[src/rtl/line_draw_arbiter.sv]
// Round-robin owner of one go/done line drawer; go rises 1 cycle after req, ack pulses 1 cycle after done falls.
// Losing requesters simply hold req until served; LDA_WATCHDOG_EN adds a timeout abort with a sticky error flag.
module line_draw_arbiter #(
  parameter int NREQ    = 2,
  parameter int TIMEOUT = 4096
) (
  input  logic              clock,
  input  logic              reset,
  input  logic [NREQ-1:0]   req,
  input  logic [3*NREQ-1:0] req_colour,
  input  logic [9*NREQ-1:0] req_x0,
  input  logic [9*NREQ-1:0] req_x1,
  input  logic [8*NREQ-1:0] req_y0,
  input  logic [8*NREQ-1:0] req_y1,
  output logic [NREQ-1:0]   ack,
  output logic [NREQ-1:0]   grant,
  output logic              busy,
  input  logic              done,
  output logic              go,
  output logic [2:0]        colour,
  output logic [8:0]        x0,
  output logic [8:0]        x1,
  output logic [7:0]        y0,
  output logic [7:0]        y1
`ifdef LDA_WATCHDOG_EN
  ,
  output logic              error
`endif
);

  localparam int PW = (NREQ > 1) ? $clog2(NREQ) : 1;

  typedef enum logic [1:0] {IDLE, BUSY, RELEASE} state_t;

  state_t          state;
  logic [PW-1:0]   last;
  logic [NREQ-1:0] eff;
  logic            found;
  logic [PW-1:0]   win;
  logic [PW-1:0]   idx;

  // A requester whose ack is on the wire this cycle is still holding req; mask it out.
  always_comb begin
    eff   = req & ~ack;
    found = 1'b0;
    win   = '0;
    idx   = '0;
    for (int off = 1; off <= NREQ; off++) begin
      idx = PW'((int'(last) + off) % NREQ);
      if (!found && eff[idx]) begin
        found = 1'b1;
        win   = idx;
      end
    end
  end

`ifdef LDA_WATCHDOG_EN
  localparam logic [15:0] WD_LAST = 16'(TIMEOUT - 1);
  logic [15:0] cnt;
`else
  logic unused_timeout;
  assign unused_timeout = ^TIMEOUT;
`endif

  always_ff @(posedge clock) begin
    if (!reset) begin
      state  <= IDLE;
      go     <= 1'b0;
      ack    <= '0;
      grant  <= '0;
      busy   <= 1'b0;
      colour <= '0;
      x0     <= '0;
      x1     <= '0;
      y0     <= '0;
      y1     <= '0;
      last   <= PW'(NREQ - 1);
`ifdef LDA_WATCHDOG_EN
      cnt    <= '0;
      error  <= 1'b0;
`endif
    end else begin
      ack <= '0;
      case (state)
        IDLE: begin
          if (found) begin
            colour <= req_colour[3*win +: 3];
            x0     <= req_x0[9*win +: 9];
            x1     <= req_x1[9*win +: 9];
            y0     <= req_y0[8*win +: 8];
            y1     <= req_y1[8*win +: 8];
            grant  <= NREQ'(1) << win;
            last   <= win;
            go     <= 1'b1;
            busy   <= 1'b1;
            state  <= BUSY;
`ifdef LDA_WATCHDOG_EN
            cnt    <= '0;
`endif
          end
        end
        BUSY: begin
          if (done) begin
            go    <= 1'b0;
            state <= RELEASE;
`ifdef LDA_WATCHDOG_EN
            cnt   <= '0;
`endif
          end
        end
        RELEASE: begin
          if (!done) begin
            ack   <= grant;
            grant <= '0;
            busy  <= 1'b0;
            state <= IDLE;
          end
        end
        default: state <= IDLE;
      endcase
`ifdef LDA_WATCHDOG_EN
      // Abort still acks the owner so a hung drawer cannot starve it forever.
      if (state != IDLE) begin
        if (cnt == WD_LAST) begin
          go    <= 1'b0;
          grant <= '0;
          ack   <= grant;
          busy  <= 1'b0;
          error <= 1'b1;
          state <= IDLE;
        end else if (state == RELEASE || !done) begin
          cnt <= cnt + 1'b1;
        end
      end
`endif
    end
  end

endmodule

[config.mk]
export PLATFORM = sky130hd
export DESIGN_NAME = line_draw_arbiter
export DESIGN_NICKNAME = d
export VERILOG_FILES = /design/src/rtl/line_draw_arbiter.sv
export SDC_FILE = /design/constraint.sdc
export NUM_CORES = 1
export LEC_CHECK = 0
export BUFFER_PORTS_ARGS = -buffer_cell sky130_fd_sc_hd__buf_4
export CORE_MARGIN = 2
export CORE_UTILIZATION = 40
export CTS_CLUSTER_SIZE = 8
export DETAILED_ROUTE_END_ITERATION = 8
export GPL_ROUTABILITY_DRIVEN = 0
export PLACE_DENSITY = 0.77
export SETUP_SLACK_MARGIN = 0.15
export SYNTH_ARGS = -nofsm -noshare
export SYNTH_HDL_FRONTEND = slang
export SYNTH_SLANG_ARGS = --single-unit
export TNS_END_PERCENT = 1
[constraint.sdc]
create_clock -name clock -period 2.6 [get_ports clock]
set_input_delay 0.26 -clock clock [delete_from_list [all_inputs] [get_ports clock]]
set_output_delay 0.26 -clock clock [all_outputs]
set_load 0.02 [all_outputs]
Word level (Yosys, flattened, before mapping)

Cells that the tools add are included.

Multiplexer cells: 19
Order comparisons: 2
Bitwise operators: 4
Equal/unequal tests: 5
Add/subtract/negate cells: 2
Shift operators: 6
Reduce and logical (&&, ||, !) cells: 10
$mul: 2

Operator list:

| operator            | count |
|---|---|
| $shiftx 18x6->9     | 2 |
| $shiftx 16x5->8     | 2 |
| $mux 1              | 11 |
| $reduce_and 3->1    | 3 |
| $mux 2              | 4 |
| $ne 2x2->1 const B  | 3 |
| $pmux 2 s3          | 1 |
| $shiftx 6x4->3      | 1 |
| $mul 4x1->5 const A | 1 |
| $lt 1x2->1 const B  | 2 |
| $pmux 1 s2          | 2 |
| $pmux 2 s2          | 1 |
| $reduce_bool 2->1   | 2 |
| $mul 2x1->3 const A | 1 |
| $reduce_or 3->1     | 1 |
| $add 1x1->1 const B | 2 |
| $and 2x2->2         | 1 |
| $eq 2x1->1 const B  | 1 |
| $eq 2x2->1 const B  | 1 |
| $logic_not 2->1     | 1 |
| $not 1->1           | 2 |
| $not 2->2           | 1 |
| $reduce_and 2->1    | 1 |
| $shl 1x1->2 const A | 1 |
| 2 further kinds     | 2 |

Input bits: 79
Register bits: 46

Depth between registers and ports, before layout

Depth in word-level cells: 11
Mapped depth: 7
Gate-level depth less buffers: 4

Least setup slack after synthesis

OpenSTA, ideal clock, no wires.

Path type: reg2reg
Start: reg ack[1]
End: reg colour[2]
Setup time: 122 ps
Clock period less this slack: 1,440 ps
Data arrival time: 1,319 ps
Setup slack: 1,160 ps
Cell stages (with the launch flop): 7
Required time: 2,478 ps
Cell sequence: dfxtp_1 nand2b_1 o21ai_0 nor2_1 buf_6 buf_6 a221o_1

Longest elaborated chain between the ends: 10

RTL lines:

| element                                   | RTL line | text |
|---|---|---|
| start: declaration                        | 15       | `output logic [NREQ-1:0] ack,` |
| start signal: assignment                  | 113      | `ack <= grant;` |
| $not 2->2 (*)                             | 44       | `eff = req & ~ack;` |
| $and 2x2->2 (*)                           | 44       |  |
| $mux 1 (not written as such) (2 in a row) | 50       | `if (!found && eff[idx]) begin` |
| $mux 1                                    | 50       |  |
| $logic_not 1->1                           | 50       |  |
| $logic_and 1x1->1                         | 50       |  |
| $mux 1                                    | 50       |  |
| $mul 2x1->3                               | 87       | `colour <= req_colour[3*win +: 3];` |
| $shiftx 6x4->3                            | 87       |  |
| end signal: assignment                    | 87       |  |
| end: declaration                          | 20       | `output logic [2:0] colour,` |

Mark *: on every way between the ends. The rest lies on a longest branch, timed or not. The select of a mux whose other input is x is not followed.
A chain may end at the register's enable or synchronous reset.

Worst setup path in the final report

Start: reg state[0]
End: reg x1[2]

Longest elaborated chain between the ends: 2

RTL lines:

| element                    | RTL line | text |
|---|---|---|
| start: declaration         | 35       | `state_t state;` |
| start signal: assignment   | 67       | `state <= IDLE;` |
| start signal: assignment   | 96       | `state <= BUSY;` |
| start signal: assignment   | 105      | `state <= RELEASE;` |
| $logic_not 2->1            | 84       | `case (state)` |
| $reduce_and 2->1 (no line) | -        |  |
| end signal: assignment     | 89       | `x1 <= req_x1[9*win +: 9];` |
| end: declaration           | 22       | `output logic [8:0] x1,` |

Every way passes these cells.

==> run metrics <==
min Tclk post-route=~1.5 ns; initial core utilization=41.6%; peak supply drop=0.000289 V; Routed WL=between 5000 and 6000 um; largest net degree at the start of global routing=48; Post-synth EDFFs=0; layout cell share with drive strength beyond 1=48.8%; Fin Setup TNS=0 ns; clock skew=a little under 0.005 ns; syn nets=248; core area=~4400 um^2; final setup fails=0; Max Buffers Root-to-Sink=2; r2r setup slk=approximately 1.1 ns; WP data arrival=1.76 ns; DRC=0; Reg area=921 um^2; post-synthesis sequential area ratio=50.5%; Diodes inserted=0; hold_buf cts=0; total grt overflow=0; fill count=about 380; Setup crit end kind=flop; DR iter-0 viols=33; CP Launch Type=flop; Final Power=1770 uW; wire per inst=roughly 15 um; H-tree depth=2; die height=around 70 um; async set-reset flop share out of synthesis=0%; Die W=71.5 um; IO buf count=roughly 120; synth-to-layout area growth=56.8%; final non-filler cell area=around 2900 um^2; MaxCap Viol Count=0; fin crit share=58.6%; HP Class=in2reg; clock sink count=46; io pins=approximately 120; antenna-violating nets left=0; CTS buffer count=5; Synth Instances=around 170; Post-DP Area=roughly 2800 um^2; ys flop type=dfxtp_1; root buffer cell=clkbuf_8; Critical Path RT=2.84 ns; antenna violations before repair=0; Power Density=roughly 620 nW/um^2; # resized after CTS=0; vias in the first global route=1769; worst-path fanout max=19; Netlist cell types=24; total global routing track utilization=19.5%; DR vias=approximately 1800; status=complete, no violations; Final Hold Fails=0; Max Fclk=~660 MHz; DP HPWL=3530 um; Synth Warn #=0; First-pass DRT Iterations=4; WS Path Type=reg2reg; mean post-synth cell area=about 11 um^2; Clock Pin Slew Worst Setup and Hold Paths=0.08 ns; nets@finish=approximately 360; RSZ-0062 raised after global routing=no; die area=roughly 5100 um^2; TritonCTS clock tree=built; area of the multi-input gates=813 um^2; Mapped Area=~1800 um^2; site row count=24; fin. max-slew vios=0; Seq cells post-synth=46; vias per cell=~5.4; Clock Latency Late Sink=around 0.29 ns; Worst-Margin Slew=between 0.4 and 0.5 ns; static leakage=approximately 0.0015 uW; Post-CTS Setup Bufs=0; Max-slew headroom=between 60% and 70%; first-pass GRT wire length=roughly 8000 um
critical path: stages, from the launching register on:
cell and delay (ns):
dfxtp_1 0.40, nor2_4 0.16, nand2_2 0.09, nor2_4 0.43, buf_12 0.22, a221o_1 0.15
layer usage:
metal / vias up / part of all wire [%] / routed length (um) / global-route usage (%)
met3: 8 / 8.8 / 439 / 5.49
li1: 893 / - / - / -
met2: 84 / 48 / 2380 / 32.9
met1: 851 / 42 / 2100 / 23.8
met4: 0 / 1.6 / 78 / 7.13
met5: - / 0 / 0 / 0
power breakdown:
part	internal, uW	switching, uW
clock	268	222
sequential	780	43.2
combinational	241	220
total	1290	485
path summary, 6_finish.rpt:
kind / cells after the start / from / to
setup / recovery: 5 / state[0] / x1[2]
hold / removal: 2 / req_x0[11] / x0[2]
setup reg to reg: 5 / state[0] / x1[2]
hold reg to reg: 2 / busy / busy
logic make-up (layout without fill, tap and decap cells):
logic type      Yosys count  after routing  synth area share [%]
buf+inv                  17            133                  5.07
simple gates             59             59                  20.0
flops                    46             46                  50.5
compound gates           46             46                  24.0
xor+xnor                  1              1                 0.480
area by class of cell:
cell class | count | share of cell area, %
Clock buffer | 8 | 3.85
Multi-Input combinational cell | 106 | 28.4
Sequential cell | 46 | 32.2
Tap cell | 52 | 2.27
Timing Repair Buffer | 125 | 33.2
synthesized netlist by cell type, drive strengths merged, types with 2 or more instances:
master | count | share of area (%)
dfxtp | 46 | 50
and3 | 41 | 14
a221o | 37 | 20
clkbuf | 9 | 1.9
buf | 8 | 3.2
nand2 | 6 | 1.4
nor2 | 4 | 1.6
a21boi | 3 | 1.2
o21ai | 3 | 1.0
nor2b | 2 | 0.69
registers in the layout (all words and copies together) (netlist names):
| name | count |
|---|---|
| y1 | 8 |
| ack | 2 |
| y0 | 8 |
| x1 | 9 |
| last | 1 |
| x0 | 9 |
| busy | 1 |
| go | 1 |
| colour | 3 |
| state | 2 |
| grant | 2 |
placed cells by master (no fill, tap or decap):
cell       netlist  layout
buf_4            0     124
dfxtp_1         46      46
and3_1          41      41
a221o_1         37      37
clkbuf_8         0       8
nand2_1          5       5
a21boi_0         3       3
nor2b_1          2       2
o21ai_0          2       2
nor2_4           2       2
nand2b_1         1       1
nand2_2          1       1
nor2_2           0       1
a21o_1           1       1
o21ai_2          1       1
nor2_1           2       1
and2_1           1       1
o2bb2ai_1        1       1
nand3b_1         1       1
xor2_1           1       1
or3_1            1       1
nand3_1          1       1
or3b_2           1       1
a41o_1           1       1
buf_12           0       1
metrics by stage:
step / hold WS, ns / util, % / std cells / worst slack (ns)
floorplan: 0.398 / - / 169 / 1.16
global placement: 0.454 / 62.7 / 329 / 1.00
detailed placement: 0.462 / 62.7 / 329 / 0.978
CTS: 0.173 / 65.2 / 337 / 1.06
global route: 0.170 / 65.2 / 337 / 0.940
finish: 0.181 / 65.2 / 337 / 1.08
(Power assumes the default switching activity.)
